## config.mk

```make
export PLATFORM = sky130hd
export DESIGN_NAME = dot_accumulator
export DESIGN_NICKNAME = d
export VERILOG_FILES = /design/src/rtl/dot_accumulator.sv
export SDC_FILE = /design/constraint.sdc
export NUM_CORES = 1
export LEC_CHECK = 0
export ABC_CLOCK_PERIOD_IN_PS = 3400
export BUFFER_PORTS_ARGS = -buffer_cell sky130_fd_sc_hd__buf_4
export CAP_MARGIN = 20
export CORE_ASPECT_RATIO = 0.75
export CORE_UTILIZATION = 52
export CTS_CLUSTER_DIAMETER = 30
export DETAILED_ROUTE_END_ITERATION = 8
export PLACE_DENSITY = 0.82
export SYNTH_ARGS = -nofsm -noshare
export SYNTH_HDL_FRONTEND = slang
export SYNTH_SLANG_ARGS = --single-unit
```

## constraint.sdc

```tcl
create_clock -name clk -period 3.4 [get_ports clk]
set_input_delay 0.68 -clock clk [delete_from_list [all_inputs] [get_ports clk]]
set_output_delay 0.68 -clock clk [all_outputs]
set_load 0.005 [all_outputs]
```

## src/rtl/dot_accumulator.sv

```systemverilog
// dot_accumulator: accumulates a commanded number of partial sums into one wide result with a sticky overflow flag
module dot_accumulator #(
  parameter int WIDTH     = 32,
  parameter int ACC_WIDTH = 40,
  parameter int LEN_WIDTH = 8
) (
  input  logic                 clk,
  input  logic                 rst_n,
  input  logic                 start,
  input  logic [LEN_WIDTH-1:0] len,
  input  logic                 in_valid,
  input  logic [WIDTH-1:0]     in_data,
  output logic                 in_ready,
  output logic                 out_valid,
  output logic [ACC_WIDTH-1:0] out_data,
  output logic                 overflow,
  input  logic                 out_ready,
  output logic                 busy
);
  typedef enum logic [1:0] {IDLE, ACCUM, DONE} state_t;
  state_t               state, state_n;
  logic [ACC_WIDTH-1:0] sum, sum_n;
  logic [LEN_WIDTH-1:0] remain, remain_n;
  logic                 ovf_n;
  logic [ACC_WIDTH:0]   add;
  logic                 accept;
  assign accept    = (state == ACCUM) && in_valid;
  // one extra bit captures the carry out of the accumulator MSB
  assign add       = {1'b0, sum} + (ACC_WIDTH+1)'(in_data);
  assign in_ready  = state == ACCUM;
  assign out_valid = state == DONE;
  assign busy      = state != IDLE;
  assign out_data  = sum;
  always_comb begin
    state_n  = state;
    sum_n    = sum;
    remain_n = remain;
    ovf_n    = overflow;
    if (state == IDLE && start) begin
      sum_n    = '0;
      ovf_n    = 1'b0;
      remain_n = len;
      state_n  = (len == '0) ? DONE : ACCUM;
    end else if (accept) begin
      sum_n    = add[ACC_WIDTH-1:0];
      ovf_n    = overflow | add[ACC_WIDTH];
      remain_n = remain - 1'b1;
      state_n  = (remain == LEN_WIDTH'(1)) ? DONE : ACCUM;
    end else if (state == DONE && out_ready) begin
      state_n = IDLE;
    end
  end
  always_ff @(posedge clk or negedge rst_n) begin
    if (!rst_n) begin
      state    <= IDLE;
      sum      <= '0;
      remain   <= '0;
      overflow <= 1'b0;
    end else begin
      state    <= state_n;
      sum      <= sum_n;
      remain   <= remain_n;
      overflow <= ovf_n;
    end
  end
endmodule
```

-- After elaboration in Yosys (flattened, before gate mapping)
Index checks and enable logic that the tools add are counted.
- register bits after elaboration: 51
- input port bits: 45
- output and inout port bits: 44
- word-level logic and storage cells: 29
- $add $sub $neg: 2
- eq/ne operators: 3
- mux-type cells: 11
- bitwise logic cells: 1
- reductions and logical operators: 8
- operator list (operator ; count):
    40-bit 2-to-1 mux ; 2
    40-bit by 32-bit adder with 41-bit output ; 1
    8-bit 2-to-1 mux ; 2
    2-bit 2-to-1 mux ; 5
    8-bit by 1-bit == test with 1-bit output (second input constant) ; 1
    8-bit zero test ; 1
    8-bit by 1-bit subtractor with 8-bit output (second input constant) ; 1
    2-bit nonzero test ; 2
    1-bit logical AND ; 3
    3-bit nonzero test ; 1
    2-bit by 1-bit == test with 1-bit output (second input constant) ; 1
    2-bit == test (second input constant) ; 1
    2-bit zero test ; 1
    1-bit 2-to-1 mux ; 2
    1-bit bitwise OR ; 1

-- Depth between registers and ports, before layout
- word-level depth: 5
- gate-level depth with buffers: 11
- depth with buffers taken out: 11

-- Worst setup path before layout
Ideal clock, no wire load.
- path kind: input -> register
- start point: in in_data[0]
- end point: reg sum[34] (netlist: out_data[34])
- setup time: 69 ps
- arrival time: 2722 ps
- data required time: 3331 ps
- path slack: 609 ps
- stages on the path: 11
- path buffers: 0
- path through: ha_1 > inv_1 > fa_1 > nor2b_1 > o211ai_1 > a21oi_1 > a2111oi_4 > nor2_4 > a21oi_2 > or4_1 > nand3_1
- word-level cells in the longest chain between the ends: 3
- RTL lines (what ; line ; text):
    start: declaration ; 12 ; input logic [WIDTH-1:0] in_data,
    40-bit by 32-bit adder with 41-bit output ; 29 ; assign add = {1'b0, sum} + (ACC_WIDTH+1)'(in_data);
    40-bit 2-to-1 mux ; 44 ; end else if (accept) begin
    40-bit 2-to-1 mux ; 39 ; if (state == IDLE && start) begin
    end signal: assignment ; 61 ; sum <= sum_n;
    end: declaration ; 22 ; logic [ACC_WIDTH-1:0] sum, sum_n;
No other way between the ends. The select of a mux whose other input is x is not followed.
A chain may end at the register's enable or synchronous reset.

-- Worst setup path after layout
- start point: in in_data[0]
- end point: reg sum[36] (netlist: out_data[36])
The elaborated chain is that of the path after synthesis.

==> metrics.yaml <==
run_status:
  status: "complete, no violations"
logic_synthesis:
  synth.distinct_cells: 61
  synth_area_um2: 3980
  avgSynthCellArea_um2: 8.578
  synthArstFlopShare: 1.000
  synth_fp_nets: 544
  yosys_warnings: 0
  postSynthCellCount: 464
  synth_edf_count: 0
  ys.flop_type: "dfrtp_1"
  yosysSeqAreaShare: 0.3207
  synth_seq_cells: 51
critical_path:
  cp_num_buf_inv: 2
  end_kind: "register"
  path_cells: "buf_4 > ha_1 > inv_1 > fa_1 > nor2b_1 > o211ai_1 > a21oi_1 > a2111oi_4 > nor2_4 > a41oi_2 > nor2b_1 > mux2i_1"
  crit_arrival_ns: 3.13
  critPathSlowestCell: "fa_1"
  critPathLaunchType: "primary input"
  critical_path_peak_fanout: 5
  cp_top_family: "compound AO/OA/AOI/OAI gates"
  crit_top_cell: "nor2b_1"
  cpPeakStageDelay_ns: 0.40
  crit_type: "primary input to register"
  cp.required_ns: 3.65
run:
  maxCapViolations: 0
clock_network:
  clock-sinks: 51
  cts_max_level: 2
  clk_pin_slew_ns: 0.11
  cts_max_path_buffers: 2
  cts_buffers: 5
  cts-resized-gates: 0
  post_cts_buffers: 0
  cts_hold_buf: 0
  cts-root-buf: "clkbuf_8"
  clk_latency_ns: 0.32
  cts_tree: "built"
routing:
  detail-route-antenna-nets: 0
  vias: 3842
  post_drt_wl_per_cell_um: 15.58
  drcViolationCount: 0
  drt-initial-drc-count: 221
  wl_um: 10070
  drt-pass1-iter-count: 5
  routed_via_density: 5.947
global_route:
  antenna_found_initial: 0
  overflow: 0
  grt_pass1_vias: 3577
  grt_max_degree: 52
  grt_pass1_wl_um: 16550
  gr-usage-all-layers: 0.2584
layout:
  final_nets: 624
  final_cell_mix: "92 x buf_4, 70 x nand2_1, 51 x dfrtp_1"
  drive_gt1_frac: 0.2055
  antenna_cells: 0
  layout_commonest_cell: "buf_4"
  area_growth_pct: 20.40
timing:
  rsz0062_at_grt: "false"
  max-slew-margin-rel: 0.5590
  hold_violations: 0
  period_share: 0.8475
  holdWs_ns: 0.3938
  setup_violations: 0
  skew_ns: 0.01364
  tns_ns: 0
  fmax_mhz: 347.0
  final.min_clock_period_ns: 2.882
  report.final.slew_viol_count: 0
  tightest_slew_ns: 0.6615
place:
  dp_hpwl_um: 7610
  io_buffer_count: 88
  gp_congestion: 0.9215
power_and_ir_drop:
  p_sw_frac: 0.4587
  netSwitchingPower_mw: 1.731
  design_power_total_mw: 3.775
  max-vdd-ir-drop_mv: 0.3575
  internal-power_mw: 2.043
  seqPwrFrac: 0.271
  p_leak_nw: 2.325
  cellPowerDensity_nw_per_um2: 787.7
  clkPwrFrac: 0.102
  combPwrFrac: 0.628
floorplan:
  coreArea_um2: 7365
  io_pins: 89
  start_util: 0.5404
  die_x_um: 103.0
  die_area_um2: 8011
  rows: 27
  fp.dieH_um: 77.77
worst_hold_path:
  worstHoldPathType: "primary input to asynchronous set/reset pin"
## cells in the mapped netlist, types with 4 or more instances
| cell type | n | share of area |
|---|---|---|
| o21a_1 | 6 | 0.011 |
| xor2_1 | 11 | 0.024 |
| buf_6 | 4 | 0.011 |
| xnor2_1 | 18 | 0.040 |
| ha_1 | 34 | 0.11 |
| o31ai_1 | 7 | 0.013 |
| nand4_1 | 6 | 0.0094 |
| a31oi_1 | 7 | 0.011 |
| dfrtp_1 | 51 | 0.32 |
| a221o_1 | 4 | 0.010 |
| nor2_1 | 21 | 0.020 |
| o211ai_1 | 7 | 0.013 |
| and2_1 | 4 | 0.0063 |
| o21ai_0 | 49 | 0.062 |
| nand3_1 | 13 | 0.016 |
| a211oi_1 | 5 | 0.0094 |
| nor2b_1 | 7 | 0.011 |
| nand2b_1 | 6 | 0.0094 |
| and3_1 | 5 | 0.0079 |
| a21oi_1 | 33 | 0.041 |
| nand2_1 | 70 | 0.066 |
| nor3_1 | 5 | 0.0063 |
| clkbuf_1 | 13 | 0.012 |
| inv_1 | 11 | 0.010 |
| a21o_1 | 19 | 0.036 |
## stage by stage
| step | cells | instance area [um2] | setup slack [ns] | utilization |
|---|---|---|---|---|
| 3_5_place_dp | 638 | 4693 | 0.2100 | 0.6373 |
| 3_3_place_gp | 638 | 4693 | 0.3268 | 0.6373 |
| 4_1_cts | 646 | 4792 | 0.5341 | 0.6507 |
| 6_report | 646 | 4792 | 0.5183 | 0.6507 |
| 5_1_grt | 646 | 4792 | 0.3575 | 0.6507 |
| 2_1_floorplan | 464 | 3980 | 0.6092 | - |
## per-layer routing
layer | track usage | part of all wire | wire length [um]
met2 | 0.4067 | 0.44 | 4435
met1 | 0.3691 | 0.47 | 4777
met3 | 0.03874 | 0.071 | 716
met4 | 0.06761 | 0.014 | 137
met5 | 0 | 0 | 0
## area by class of cell
cell class | count | area (um2)
clock buffers | 6 | 82.58
clock inverters | 2 | 16.27
fillers | 643 | 2572
inverters | 11 | 41.29
multi-input cells | 383 | 2559
flip-flops and latches | 51 | 1276
well taps | 101 | 126.4
repair buffers | 92 | 690.7
## cells by family after synthesis
| kind of cell | Yosys count | synth area share |
|---|---|---|
| buffers and inverters | 30 | 0.03709 |
| multiplexers | 3 | 0.007545 |
| AO/OA/AOI/OAI | 168 | 0.2801 |
| AND/OR/NAND/NOR | 148 | 0.1789 |
| XOR/XNOR | 29 | 0.06382 |
| adder cells (fa/ha/maj) | 35 | 0.1119 |
| flip-flops | 51 | 0.3207 |
## power groups by stage
stage | clock [mW] | combinational (mW) | sequential [mW]
6_report | 0.384 | 2.37 | 1.02
5_1_grt | 0.413 | 2.64 | 1.05
4_1_cts | 0.391 | 2.35 | 1.02
3_5_place_dp | 0 | 2.33 | 1.03
3_3_place_gp | 0 | 2.27 | 1.02
2_1_floorplan | 0 | 1.66 | 1.00
## worst paths after layout
check	from	cells after the start	end	slack [ns]
worst min-delay path	rst_n	1	out_data[28]$_DFFE_PN0P_	0.39
worst max-delay path	in_data[0]	12	out_data[36]$_DFFE_PN0P_	0.52
max in group asynchronous	rst_n	1	out_data[4]$_DFFE_PN0P_	2.57
worst min register to register	overflow$_DFFE_PN0P_	2	overflow$_DFFE_PN0P_	0.49
worst max register to register	out_data[0]$_DFFE_PN0P_	11	out_data[36]$_DFFE_PN0P_	0.56
min in group clk	overflow$_DFFE_PN0P_	2	overflow$_DFFE_PN0P_	0.49
## sequential cells by signal (all words and copies together) (netlist names)
register	cells
out_data	40
remain	8
state	2
overflow	1
No activity file was read; power rests on OpenSTA's default activity.
